## src/rtl/dec_fp_pkg.sv

```systemverilog
// Shared types and constants for the decimal FP normalisation datapath.
package dec_fp_pkg;

  localparam int DIGIT_W = 4;

  typedef logic [DIGIT_W-1:0] bcd_digit_t;

  // Bit positions inside the {ovf,unf,inx} flag vector
  localparam int FLG_INX = 0;
  localparam int FLG_UNF = 1;
  localparam int FLG_OVF = 2;

  localparam logic [7:0] EXP_OVF_DEF = 8'hC0;
  localparam bcd_digit_t BCD_NINE    = 4'h9;

endpackage

```

## src/rtl/dec_normalize_pipe_if.sv

```systemverilog
// Handshake and data bundle for dec_normalize_pipe: master is the environment, slave the stage.
interface dec_normalize_pipe_if
  import dec_fp_pkg::*;
#(
  parameter int DIGITS = 7,
  parameter int EXP_W  = 8
);

  logic                      in_valid;
  logic                      in_ready;
  logic [DIGIT_W*DIGITS-1:0] in_mr;
  logic [EXP_W-1:0]          in_er;
  logic [DIGIT_W-1:0]        in_carry;
  logic                      out_valid;
  logic                      out_ready;
  logic [DIGIT_W*DIGITS-1:0] out_mr;
  logic [EXP_W-1:0]          out_er;
  logic                      out_ovf;
  logic                      out_unf;
  logic                      out_inx;
  logic                      flag_clr;
  logic [2:0]                sticky;

  modport master (
    output in_valid, in_mr, in_er, in_carry, out_ready, flag_clr,
    input  in_ready, out_valid, out_mr, out_er, out_ovf, out_unf, out_inx, sticky
  );

  modport slave (
    input  in_valid, in_mr, in_er, in_carry, out_ready, flag_clr,
    output in_ready, out_valid, out_mr, out_er, out_ovf, out_unf, out_inx, sticky
  );

endinterface

```

## src/rtl/dec_lzd_count.sv

```systemverilog
// Combinational count of leading zero BCD digits (0..DIGITS) of a mantissa.
module dec_lzd_count
  import dec_fp_pkg::*;
#(
  parameter  int DIGITS = 7,
  localparam int CW     = $clog2(DIGITS + 1)
) (
  input  logic [DIGIT_W*DIGITS-1:0] mr,
  output logic [CW-1:0]             lzd
);

  logic [DIGITS-1:0] digit_zero;
  logic              found;

  generate
    for (genvar gi = 0; gi < DIGITS; gi++) begin : g_dz
      assign digit_zero[gi] = (mr[DIGIT_W*gi +: DIGIT_W] == '0);
    end
  endgenerate

  // Scan from the most significant digit; stop counting at the first nonzero digit
  always_comb begin
    lzd   = '0;
    found = 1'b0;
    for (int i = DIGITS - 1; i >= 0; i--) begin
      if (!found && digit_zero[i]) begin
        lzd = lzd + CW'(1);
      end else begin
        found = 1'b1;
      end
    end
  end

endmodule

```

## src/rtl/dec_normalize_pipe.sv

```systemverilog
// Two-stage BCD normalisation: S1 absorbs the carry digit and counts leading zeros,
// S2 left-normalises and raises ovf/unf/inx. Define DEC_NORM_SAT_EN to saturate on overflow.
module dec_normalize_pipe
  import dec_fp_pkg::*;
#(
  parameter int               DIGITS  = 7,
  parameter int               EXP_W   = 8,
  parameter logic [EXP_W-1:0] EXP_OVF = EXP_W'(EXP_OVF_DEF),
  parameter logic [EXP_W-1:0] EXP_MIN = '0
) (
  input  logic                 clk,
  input  logic                 rst_n,
  dec_normalize_pipe_if.slave  bus
);

  localparam int MW = DIGIT_W * DIGITS;
  localparam int LW = $clog2(DIGITS + 1);

  logic s1_valid_reg, s2_valid_reg;
  logic s1_advance, s2_advance;

  assign s2_advance = !s2_valid_reg || bus.out_ready;
  assign s1_advance = !s1_valid_reg || s2_advance;
  assign bus.in_ready = s1_advance;

  // ---------------- S1: carry handling + leading-zero count ----------------
  logic             carry_in;
  logic [EXP_W:0]   er_inc;
  logic [MW-1:0]    s1_mr_next;
  logic [EXP_W-1:0] s1_er_next;
  logic             s1_wrap_next, s1_inx_next;
  logic [LW-1:0]    s1_lzd_next;

  // Any nonzero carry digit is treated as a carry of one
  assign carry_in     = (bus.in_carry != '0);
  assign er_inc       = {1'b0, bus.in_er} + {{EXP_W{1'b0}}, 1'b1};
  assign s1_mr_next   = carry_in ? {DIGIT_W'(1), bus.in_mr[MW-1:DIGIT_W]} : bus.in_mr;
  assign s1_er_next   = carry_in ? er_inc[EXP_W-1:0] : bus.in_er;
  assign s1_wrap_next = carry_in && er_inc[EXP_W];
  assign s1_inx_next  = carry_in && (bus.in_mr[DIGIT_W-1:0] != '0);

  dec_lzd_count #(.DIGITS(DIGITS)) u_lzd (
    .mr  (s1_mr_next),
    .lzd (s1_lzd_next)
  );

  logic [MW-1:0]    s1_mr_reg;
  logic [EXP_W-1:0] s1_er_reg;
  logic             s1_wrap_reg, s1_inx_reg;
  logic [LW-1:0]    s1_lzd_reg;

  always_ff @(posedge clk or negedge rst_n) begin
    if (!rst_n) begin
      s1_valid_reg <= 1'b0;
      s1_mr_reg    <= '0;
      s1_er_reg    <= '0;
      s1_wrap_reg  <= 1'b0;
      s1_inx_reg   <= 1'b0;
      s1_lzd_reg   <= '0;
    end else if (s1_advance) begin
      s1_valid_reg <= bus.in_valid;
      if (bus.in_valid) begin
        s1_mr_reg   <= s1_mr_next;
        s1_er_reg   <= s1_er_next;
        s1_wrap_reg <= s1_wrap_next;
        s1_inx_reg  <= s1_inx_next;
        s1_lzd_reg  <= s1_lzd_next;
      end
    end
  end

  // ---------------- S2: normalise and flag ----------------
  logic [EXP_W-1:0] room, lzd_ext, sh, norm_er;
  logic [MW-1:0]    norm_mr;
  logic             is_zero, clip;
  logic [MW-1:0]    s2_mr_next;
  logic [EXP_W-1:0] s2_er_next;
  logic             s2_ovf_next, s2_unf_next, s2_inx_next;

  assign room    = s1_er_reg - EXP_MIN;
  assign lzd_ext = EXP_W'(s1_lzd_reg);
  assign is_zero = (s1_lzd_reg == LW'(DIGITS));
  // Shift is limited by exponent headroom; hitting that limit yields a subnormal
  assign clip    = (lzd_ext > room);
  assign sh      = clip ? room : lzd_ext;
  assign norm_mr = s1_mr_reg << {sh, 2'b00};
  assign norm_er = s1_er_reg - sh;

  always_comb begin
    s2_mr_next  = norm_mr;
    s2_er_next  = norm_er;
    s2_ovf_next = (norm_er >= EXP_OVF) || s1_wrap_reg;
    s2_unf_next = clip;
    s2_inx_next = s1_inx_reg || s2_ovf_next;
    if (is_zero) begin
      s2_mr_next  = '0;
      s2_er_next  = EXP_MIN;
      s2_ovf_next = 1'b0;
      s2_unf_next = 1'b0;
      s2_inx_next = 1'b0;
    end
`ifdef DEC_NORM_SAT_EN
    if (s2_ovf_next) begin
      s2_er_next = '1;
      s2_mr_next = {DIGITS{BCD_NINE}};
    end
`endif
  end

  logic [MW-1:0]    s2_mr_reg;
  logic [EXP_W-1:0] s2_er_reg;
  logic [2:0]       s2_flags_reg;
  logic [2:0]       sticky_reg;

  always_ff @(posedge clk or negedge rst_n) begin
    if (!rst_n) begin
      s2_valid_reg <= 1'b0;
      s2_mr_reg    <= '0;
      s2_er_reg    <= '0;
      s2_flags_reg <= '0;
    end else if (s2_advance) begin
      s2_valid_reg <= s1_valid_reg;
      if (s1_valid_reg) begin
        s2_mr_reg             <= s2_mr_next;
        s2_er_reg             <= s2_er_next;
        s2_flags_reg[FLG_OVF] <= s2_ovf_next;
        s2_flags_reg[FLG_UNF] <= s2_unf_next;
        s2_flags_reg[FLG_INX] <= s2_inx_next;
      end
    end
  end

  // A clear in the same cycle as a handshake drops that beat's flags
  always_ff @(posedge clk or negedge rst_n) begin
    if (!rst_n) begin
      sticky_reg <= '0;
    end else if (bus.flag_clr) begin
      sticky_reg <= '0;
    end else if (s2_valid_reg && bus.out_ready) begin
      sticky_reg <= sticky_reg | s2_flags_reg;
    end
  end

  assign bus.out_valid = s2_valid_reg;
  assign bus.out_mr    = s2_mr_reg;
  assign bus.out_er    = s2_er_reg;
  assign bus.out_ovf   = s2_flags_reg[FLG_OVF];
  assign bus.out_unf   = s2_flags_reg[FLG_UNF];
  assign bus.out_inx   = s2_flags_reg[FLG_INX];
  assign bus.sticky    = sticky_reg;

endmodule

```

## src/flat_wrapper.sv

```systemverilog
// flat-port wrapper written by rule: the top's interface ports become plain ports
module dec_normalize_pipe_flat import dec_fp_pkg::*;
#(
  parameter int               DIGITS  = 7,
  parameter int               EXP_W   = 8,
  parameter logic [EXP_W-1:0] EXP_OVF = EXP_W'(EXP_OVF_DEF),
  parameter logic [EXP_W-1:0] EXP_MIN = '0
)
  (clk, rst_n, bus_in_valid, bus_in_mr, bus_in_er, bus_in_carry, bus_out_ready, bus_flag_clr, bus_in_ready, bus_out_valid, bus_out_mr, bus_out_er, bus_out_ovf, bus_out_unf, bus_out_inx, bus_sticky);
  dec_normalize_pipe_if #(.DIGITS(DIGITS), .EXP_W(EXP_W)) bus_i ();
  input  logic clk;
  input  logic rst_n;
  input wire logic [$bits(bus_i.in_valid)-1:0] bus_in_valid;
  input wire logic [$bits(bus_i.in_mr)-1:0] bus_in_mr;
  input wire logic [$bits(bus_i.in_er)-1:0] bus_in_er;
  input wire logic [$bits(bus_i.in_carry)-1:0] bus_in_carry;
  input wire logic [$bits(bus_i.out_ready)-1:0] bus_out_ready;
  input wire logic [$bits(bus_i.flag_clr)-1:0] bus_flag_clr;
  output wire logic [$bits(bus_i.in_ready)-1:0] bus_in_ready;
  output wire logic [$bits(bus_i.out_valid)-1:0] bus_out_valid;
  output wire logic [$bits(bus_i.out_mr)-1:0] bus_out_mr;
  output wire logic [$bits(bus_i.out_er)-1:0] bus_out_er;
  output wire logic [$bits(bus_i.out_ovf)-1:0] bus_out_ovf;
  output wire logic [$bits(bus_i.out_unf)-1:0] bus_out_unf;
  output wire logic [$bits(bus_i.out_inx)-1:0] bus_out_inx;
  output wire logic [$bits(bus_i.sticky)-1:0] bus_sticky;
  assign bus_i.in_valid = bus_in_valid;
  assign bus_i.in_mr = bus_in_mr;
  assign bus_i.in_er = bus_in_er;
  assign bus_i.in_carry = bus_in_carry;
  assign bus_i.out_ready = bus_out_ready;
  assign bus_i.flag_clr = bus_flag_clr;
  assign bus_in_ready = bus_i.in_ready;
  assign bus_out_valid = bus_i.out_valid;
  assign bus_out_mr = bus_i.out_mr;
  assign bus_out_er = bus_i.out_er;
  assign bus_out_ovf = bus_i.out_ovf;
  assign bus_out_unf = bus_i.out_unf;
  assign bus_out_inx = bus_i.out_inx;
  assign bus_sticky = bus_i.sticky;
  dec_normalize_pipe #(.DIGITS(DIGITS), .EXP_W(EXP_W), .EXP_OVF(EXP_OVF), .EXP_MIN(EXP_MIN)) u_core (.clk(clk), .rst_n(rst_n), .bus(bus_i));
endmodule
```

## config.mk

```make
export PLATFORM = sky130hd
export DESIGN_NAME = dec_normalize_pipe_flat
export DESIGN_NICKNAME = d
export VERILOG_FILES = /design/src/rtl/dec_fp_pkg.sv /design/src/rtl/dec_normalize_pipe_if.sv /design/src/rtl/dec_lzd_count.sv /design/src/rtl/dec_normalize_pipe.sv /design/src/flat_wrapper.sv
export SDC_FILE = /design/constraint.sdc
export NUM_CORES = 1
export LEC_CHECK = 0
export ABC_AREA = 1
export CORE_MARGIN = 2
export CORE_UTILIZATION = 40
export DETAILED_ROUTE_END_ITERATION = 12
export GPL_TIMING_DRIVEN = 0
export SKIP_CTS_REPAIR_TIMING = 1
export SLEW_MARGIN = 20
export SYNTH_ARGS = -nofsm -noshare
export SYNTH_HDL_FRONTEND = slang
export SYNTH_SLANG_ARGS = --single-unit
```

## constraint.sdc

```tcl
create_clock -name clk -period 7.3 [get_ports clk]
set_input_delay 1.095 -clock clk [delete_from_list [all_inputs] [get_ports clk]]
set_output_delay 1.095 -clock clk [all_outputs]
set_load 0.02 [all_outputs]
```

==> reports/metrics.yaml, run 1 <==
dp.cells: 974
startpoint_type: "input port"
die_h_um: 117
final_cell_count_no_fill: 988
yosysSeqAreaShare: 0.417
synth_nets: 770
ir_drop_mv: 0.118
hp-start: "u_core.bus.out_mr[8]$_DFFE_PN0P_"
ys_top_cells_by_area: "dfrtp_1 42%, nand2_1 17%, nand3_1 8.2%"
first_global_vias: 4721
cts_tree: "yes"
slew_violations: 0
clk_path_buf_depth: 2
grt_overflow: 0
routedWlPerCell_um: 15.2
syn_inst: 713
yosysWarnings: 0
crit_family: "simple AND/OR/NAND/NOR gates"
yosysMostFrequentCell: "nand2_1"
path_clk_slew_ns: 0.06
synthArstFlopShare: 1.00
worst_ep_arrival_time_ns: 4.54
synth_top_area_frac: 0.417
syn_area_sq_um: 5100
synth_flop_cell: "dfrtp_1"
post-route-min-period_ns: 4.31
worst_slew_pin_slew_ns: 0.565
power.internal_mw: 1.12
grt_max_degree: 44
port-buffer-count: 88
ys_types: 36
clock-sinks: 85
num_antenna_cells: 0
die_w_um: 117
pre_cts_ws_ns: 2.67
p_comb_frac: 0.365
outcome: "complete, no violations"
crit_required_ns: 7.53
netlist_top_cells_count: "234 x nand2_1, 85 x dfrtp_1, 84 x nand3_1, 69 x inv_1, 69 x o21ai_0"
grtUsageTotal: 0.230
firstDrtPassIters: 5
setup_ws_ns: 2.99
core_area_sq_um: 12500
antenna_found_initial: 0
regArea_sq_um: 2130
cp_max_fo: 10
drc: 0
seqPwrFrac: 0.381
r2r_slack_ns: 3.62
crit_buf_inv: 9
slowest_stage: "clkdlybuf4s50_1"
detailed_place_hpwl_um: 12200
antenna_left: 0
p_switching_mw: 0.607
vias_per_cell: 5.06
wirelength_um: 15000
grt_first_pass_wirelength_um: 24300
cts-root-buf: "clkbuf_16"
r2r_end: "u_core.s2_flags_reg[0]$_DFFE_PN0P_"
max_slew_margin: 0.622
hold_end: "u_core.bus.out_mr[8]$_DFFE_PN0P_"
finalHoldViolCount: 0
syn_avg_cell_area_sq_um: 7.16
synth_top_cell_by_area: "dfrtp_1"
clkPwrFrac: 0.254
areaGrowthSynthToFinish_pct: 27.3
cts_inserted_buffers: 9
drv_cap: 0
nets: 870
critPathCaptureType: "flip-flop"
final_util: 0.519
drive_above_1_share: 0.0735
clkLatencyLatePin_ns: 0.34
power_density_nw_per_um2: 266
multiInputGateArea_sq_um: 2520
r2r_start: "u_core.s1_er_reg[1]$_DFFE_PN0P_"
period_share: 0.590
drtIter0Drc: 417
setup_viol: 0
worst_r2r_path_depth: 17
synth_edf_count: 0
cpPeakStageDelay_ns: 0.42
min_path_type: "reg -> reg"
fin_setup_tns_ns: 0
hold_path_depth: 2
initial_core_util: 0.408
n_fill_cell: 1282
synth_seq_cells: 85
rsz0062_at_grt: "false"
die-area_sq_um: 13700
gp_congestion: 0.963
fin_worst_skew_ns: 0.00823
vias: 4999
ios: 89
htreeDepth: 3
switching_share: 0.350
fmax_ghz: 0.232
power_leakage_nw: 3.16
path_class: "in -> reg"
fp-row-count: 41
layout by cell type (no fill, tap or decap), types with 5 or more instances in the layout:
| master | instances |
|---|---|
| a22o_1 | 5 |
| nor3_1 | 5 |
| ha_1 | 11 |
| clkdlybuf4s50_1 | 87 |
| nand2_1 | 234 |
| buf_4 | 9 |
| nor2_1 | 36 |
| a31oi_1 | 7 |
| o21ai_1 | 8 |
| nand3_1 | 84 |
| dfrtp_1 | 85 |
| clkbuf_16 | 9 |
| clkbuf_1 | 17 |
| buf_2 | 9 |
| inv_1 | 69 |
| o21ai_0 | 69 |
| o211ai_1 | 9 |
| nor2_2 | 10 |
| a21oi_1 | 7 |
| xor2_1 | 6 |
final cells by class:
class | instances | share of cell area
buffer | 34 | 0.0283
clock buffer | 12 | 0.0379
tap | 172 | 0.0331
inverter | 74 | 0.0427
multi-input combinational | 520 | 0.387
sequential | 85 | 0.327
clock inverter | 2 | 0.00539
timing repair buffer | 89 | 0.138
how the worst max path moves through the flow:
stage | from | end | cells after the start
after floorplan | bus_in_carry[1] | u_core.s1_lzd_reg[2]$_DFFE_PN0P_ | 27
after global placement | rst_n | u_core.s1_mr_reg[4]$_DFFE_PN0P_ | 1
after detailed placement | bus_in_carry[0] | u_core.s1_lzd_reg[2]$_DFFE_PN0P_ | 28
after CTS | bus_in_carry[0] | u_core.s1_lzd_reg[2]$_DFFE_PN0P_ | 28
after global routing | bus_in_carry[0] | u_core.s1_lzd_reg[2]$_DFFE_PN0P_ | 28
final | bus_in_carry[0] | u_core.s1_lzd_reg[2]$_DFFE_PN0P_ | 28
tightest hold or removal path, stage by stage (launching register included):
cell	delay [ns]
dfrtp_1	0.34
nand2_1	0.05
nand2_1	0.05
metrics by stage:
stage,cell area [sq um],hold WS (ns),total power [mW]
after floorplan,5100,0.453,1.00
after global placement,6200,0.463,1.29
after detailed placement,6220,0.466,1.30
after CTS,6500,0.482,1.74
after global routing,6500,0.496,1.84
final,6500,0.473,1.73
per-layer routing:
metal  GRT usage  share of wire  up-vias  wire length (um)
li1            -              -     2510                 -
met1       0.320           0.47     2331              7070
met2       0.378           0.47      138              7110
met3      0.0340          0.040       20               604
met4      0.0635          0.017        0               251
met5           0              0        -                 0
power groups by stage:
stage | logic, mW | clock network [mW] | registers (mW)
after global placement | 0.625 | 0 | 0.664
after CTS | 0.635 | 0.448 | 0.660
after detailed placement | 0.633 | 0 | 0.667
final | 0.631 | 0.440 | 0.659
after global routing | 0.695 | 0.469 | 0.674
after floorplan | 0.251 | 0 | 0.749
kinds of logic after synthesis:
family                   share of synthesized area
XOR/XNOR                                    0.0103
AND/OR/NAND/NOR                              0.322
AO/OA/AOI/OAI                                0.130
buffers and inverters                       0.0904
flip-flops                                   0.417
adder cells (fa/ha/maj)                     0.0309
Note: power is estimated with default switching activity, not from simulation.
==> run 2, diff against run 1 <==
PLACE_DENSITY = 0.66   (was unset)
clock period = 3.8 ns   (was 7.3 ns; I/O delays follow)
==> run 2 against run 1 <==
- first-iteration DRC count shrank 25%
- via count grew 1.0%
- critical path depth is the same
- clock skew shrank 0.0013 ns
- critical path type unchanged
- largest cell class unchanged
- largest power group unchanged
==> reports/metrics.yaml, run 2 (same netlist as run 1, synthesis figures left out) <==
place_area_sq_um: 6220
vias: 5050
antenna_found_initial: 0
grtUsageTotal: 0.228
finalHoldViolCount: 0
ir_drop_mv: 0.243
r2r_slack_ns: 0.27
final_area_sq_um: 6690
period_share: 0.938
vias_per_cell: 5.05
core_area_sq_um: 12500
setup_viol: 0
final_cell_count_no_fill: 1000
rsz0062_at_grt: "true"
areaGrowthSynthToFinish_pct: 31.0
initial_core_util: 0.408
power_leakage_nw: 3.22
clock-sinks: 85
drv_cap: 0
antenna_left: 0
final_util: 0.534
cts-root-buf: "clkbuf_16"
cts_tree: "yes"
fp-row-count: 41
clk_path_buf_depth: 2
p_comb_frac: 0.358
htreeDepth: 3
final_cell_mix: "229 x nand2_1, 87 x clkdlybuf4s50_1, 85 x dfrtp_1"
fmax_ghz: 0.281
port-buffer-count: 88
num_antenna_cells: 0
nets: 880
cp_max_fo: 8
detailed_place_hpwl_um: 11900
die-area_sq_um: 13700
path_class: "in -> reg"
worst_ep_arrival_time_ns: 3.80
slew_violations: 0
min_path_type: "in -> async"
clkPwrFrac: 0.268
power_density_nw_per_um2: 509
cts_inserted_buffers: 9
startpoint_type: "input port"
power.internal_mw: 2.22
ios: 89
drc: 0
firstDrtPassIters: 7
gp_congestion: 0.954
die_h_um: 117
drive_above_1_share: 0.105
outcome: "complete, no violations"
drtIter0Drc: 312
fin_setup_tns_ns: 0
grt_first_pass_wirelength_um: 24000
grt_max_degree: 46
timing.hold.ws_ns: 0.208
grt_overflow: 0
first_global_vias: 4711
max_slew_margin: 0.607
clkLatencyLatePin_ns: 0.34
die_w_um: 117
crit_required_ns: 4.03
post-route-min-period_ns: 3.56
wirelength_um: 15000
dp.cells: 974
switching_share: 0.348
fin_worst_skew_ns: 0.00696
path_clk_slew_ns: 0.06
layout_commonest_cell: "nand2_1"
routedWlPerCell_um: 15.0
critPathCaptureType: "flip-flop"
worst_slew_pin_slew_ns: 0.587
p_switching_mw: 1.19
seqPwrFrac: 0.373
## run 2: worst max-delay path, cell delays in order
cell and delay (ns):
clkdlybuf4s50_1 0.41, nor2_2 0.15, nand2_2 0.12, buf_6 0.16
nor2_4 0.12, inv_2 0.05, nor2_4 0.11, inv_2 0.07
a31oi_4 0.19, ha_4 0.23, inv_1 0.04, nand2_1 0.05
nand2_2 0.08, inv_1 0.04, ha_1 0.26, nand2_1 0.07
o21ai_2 0.06, ha_1 0.29, inv_1 0.05, o21ai_2 0.10
ha_2 0.17, inv_1 0.04, nor2_2 0.10, inv_1 0.05
nand2_1 0.05, nand2_1 0.05, nand2_1 0.05, nand2_1 0.05
## run 2: through the flow
stage,total power [mW],setup WS (ns)
CTS,3.41,-0.0570
detailed placement,2.50,-0.386
floorplan,1.92,0.469
global route,3.60,-0.0356
global placement,2.47,-0.760
finish,3.40,0.237
## run 2: power by group through the flow
stage / clock (mW) / combinational (mW) / sequential (mW)
6_report: 0.914 / 1.22 / 1.27
5_1_grt: 0.966 / 1.34 / 1.30
4_1_cts: 0.922 / 1.22 / 1.27
3_5_place_dp: 0 / 1.21 / 1.28
3_3_place_gp: 0 / 1.19 / 1.27
2_1_floorplan: 0 / 0.481 / 1.44
## run 2: worst paths after layout
check                                                 start                                 end  cells past startpoint
setup / recovery                            bus_in_carry[2]    u_core.s1_lzd_reg[2]$_DFFE_PN0P_                     28
hold / removal                                        rst_n  u_core.s2_flags_reg[2]$_DFFE_PN0P_                      1
setup reg to reg            u_core.s1_er_reg[1]$_DFFE_PN0P_  u_core.s2_flags_reg[0]$_DFFE_PN0P_                     18
hold reg to reg            u_core.bus.out_mr[9]$_DFFE_PN0P_    u_core.bus.out_mr[9]$_DFFE_PN0P_                      2
max in group asynchronous                             rst_n     u_core.s1_mr_reg[7]$_DFFE_PN0P_                      2
min in group clk           u_core.bus.out_mr[9]$_DFFE_PN0P_    u_core.bus.out_mr[9]$_DFFE_PN0P_                      2
## run 2: area by class of cell
type	count	area, sq um
Clock inverter	5	75.1
Timing Repair Buffer	99	973
Clock buffer	11	233
Fill cell	1274	5830
Multi-Input combinational cell	520	2600
Buffer	34	188
Sequential cell	85	2130
Tap cell	172	215
Inverter	74	278
## run 2: per-layer routing
layer	wire length, um	global-route usage	up-vias
li1	-	-	2533
met1	7030	0.313	2339
met2	6970	0.367	158
met3	689	0.0433	20
met4	279	0.0698	0
met5	0	0	-
==> run 3, diff against run 2 <==
RECOVER_POWER = 25   (was unset)
==> run 3 against run 2 <==
- the run now ends with max-capacitance violations, max-slew violations left
- wire length down 0.21%
- first-iteration DRC count up 9.0%
- die area unchanged
- register-to-register slack about the same
- clock skew about the same
- core utilization down 0.15 points
- cell area down 0.28%
- highest routed layer unchanged
- non-clock buffer count unchanged
- flip-flop and latch count unchanged
==> reports/metrics.yaml, run 3 (same netlist as run 1, synthesis figures left out) <==
outcome: "complete, but fails checks"
violations: "max-capacitance violations, max-slew violations"
power_leakage_nw: 3.21
post-route-min-period_ns: 3.57
clkLatencyLatePin_ns: 0.34
grtUsageTotal: 0.228
drv_cap: 1
final_area_sq_um: 6670
drc: 0
routedWlPerCell_um: 14.9
power_density_nw_per_um2: 511
vias: 5031
clock-sinks: 85
grt_max_degree: 46
fin_worst_skew_ns: 0.00666
crit_required_ns: 4.03
period_share: 0.938
gp_congestion: 0.954
port-buffer-count: 88
antenna_found_initial: 0
ios: 89
areaGrowthSynthToFinish_pct: 30.6
cts-root-buf: "clkbuf_16"
core_area_sq_um: 12500
drive_above_1_share: 0.104
grt_overflow: 0
path_clk_slew_ns: 0.06
firstDrtPassIters: 7
fmax_ghz: 0.280
drtIter0Drc: 340
worst_ep_arrival_time_ns: 3.80
max_slew_margin: -0.432
finalHoldViolCount: 0
startpoint_type: "input port"
min_path_type: "reg -> reg"
setup_viol: 0
power.internal_mw: 2.22
htreeDepth: 3
critPathCaptureType: "flip-flop"
switching_share: 0.349
layout_commonest_cell: "nand2_1"
final_cell_mix: "229 x nand2_1, 87 x clkdlybuf4s50_1, 85 x dfrtp_1"
fp-row-count: 41
place_area_sq_um: 6220
slew_violations: 42
die_w_um: 117
rsz0062_at_grt: "true"
p_comb_frac: 0.358
timing.hold.ws_ns: 0.477
cts_inserted_buffers: 9
first_global_vias: 4711
num_antenna_cells: 0
die_h_um: 117
detailed_place_hpwl_um: 11900
die-area_sq_um: 13700
worst_slew_pin_slew_ns: 2.15
wirelength_um: 14900
antenna_left: 0
path_class: "in -> reg"
cts_tree: "yes"
nets: 880
clk_path_buf_depth: 2
clkPwrFrac: 0.269
p_switching_mw: 1.19
vias_per_cell: 5.03
ir_drop_mv: 0.245
grt_first_pass_wirelength_um: 24000
seqPwrFrac: 0.373
initial_core_util: 0.408
cp_max_fo: 8
[run 3: cell count changes in the layout (fill, tap and decap cells not counted)]
cell	change
buf_12	-1
buf_4	-1
clkbuf_1	+1
clkbuf_2	+1
[run 3: critical path, cell delays in order]
cell,delay [ns]
clkdlybuf4s50_1,0.41
nor2_2,0.16
nand2_2,0.12
buf_6,0.16
nor2_4,0.12
inv_2,0.05
nor2_4,0.11
inv_2,0.07
a31oi_4,0.20
ha_4,0.23
inv_1,0.04
nand2_1,0.05
nand2_2,0.08
inv_1,0.04
ha_1,0.26
nand2_1,0.07
o21ai_2,0.06
ha_1,0.29
inv_1,0.05
o21ai_2,0.10
ha_2,0.17
inv_1,0.04
nor2_2,0.10
inv_1,0.05
nand2_1,0.05
nand2_1,0.05
nand2_1,0.05
nand2_1,0.05
[run 3: per-layer routing]
metal / GRT usage / wire length [um] / share of wire / vias to the layer above
met3: 0.0433 / 647 / 0.043 / 21
met1: 0.313 / 7060 / 0.47 / 2332
met2: 0.367 / 6940 / 0.46 / 140
met5: 0 / 0 / 0 / -
met4: 0.0698 / 287 / 0.019 / 0
li1: - / - / - / 2538
[run 3: area by class of cell]
type,count,area (sq um)
tap,172,215
multi-input combinational,520,2600
sequential,85,2130
clock inverter,5,75.1
timing repair buffer,99,955
buffer,34,188
inverter,74,278
fill,1276,5850
clock buffer,11,233
[run 3: worst paths after layout]
kind / to / cells after the start / from / slack [ns]
setup reg to reg: u_core.s2_flags_reg[0]$_DFFE_PN0P_ / 18 / u_core.s1_er_reg[1]$_DFFE_PN0P_ / 0.28
hold / removal: u_core.bus.out_mr[9]$_DFFE_PN0P_ / 2 / u_core.bus.out_mr[9]$_DFFE_PN0P_ / 0.48
hold reg to reg: u_core.bus.out_mr[9]$_DFFE_PN0P_ / 2 / u_core.bus.out_mr[9]$_DFFE_PN0P_ / 0.48
max in group asynchronous: u_core.s1_mr_reg[7]$_DFFE_PN0P_ / 2 / rst_n / 0.95
min in group asynchronous: u_core.s2_flags_reg[2]$_DFFE_PN0P_ / 1 / rst_n / 0.85
setup / recovery: u_core.s1_lzd_reg[2]$_DFFE_PN0P_ / 28 / bus_in_carry[2] / 0.23
[run 3: power groups by stage]
stage                     Clock, mW  Combinational [mW]  Sequential (mW)
after floorplan                   0               0.481             1.44
after global placement            0                1.19             1.27
after detailed placement          0                1.21             1.28
after CTS                     0.922                1.22             1.27
after global routing          0.966                1.34             1.30
final                         0.916                1.22             1.27
[run 3: stage by stage]
step | std cells | power (mW) | setup TNS [ns] | util | worst slack (ns)
after floorplan | 713 | 1.92 | 0 | - | 0.469
after global placement | 973 | 2.47 | -64.56 | 0.495 | -0.760
after detailed placement | 974 | 2.50 | -0.729 | 0.497 | -0.386
after CTS | 990 | 3.41 | -0.0706 | 0.521 | -0.0570
after global routing | 1000 | 3.60 | -0.0485 | 0.533 | -0.0356
final | 1000 | 3.40 | 0 | 0.533 | 0.235
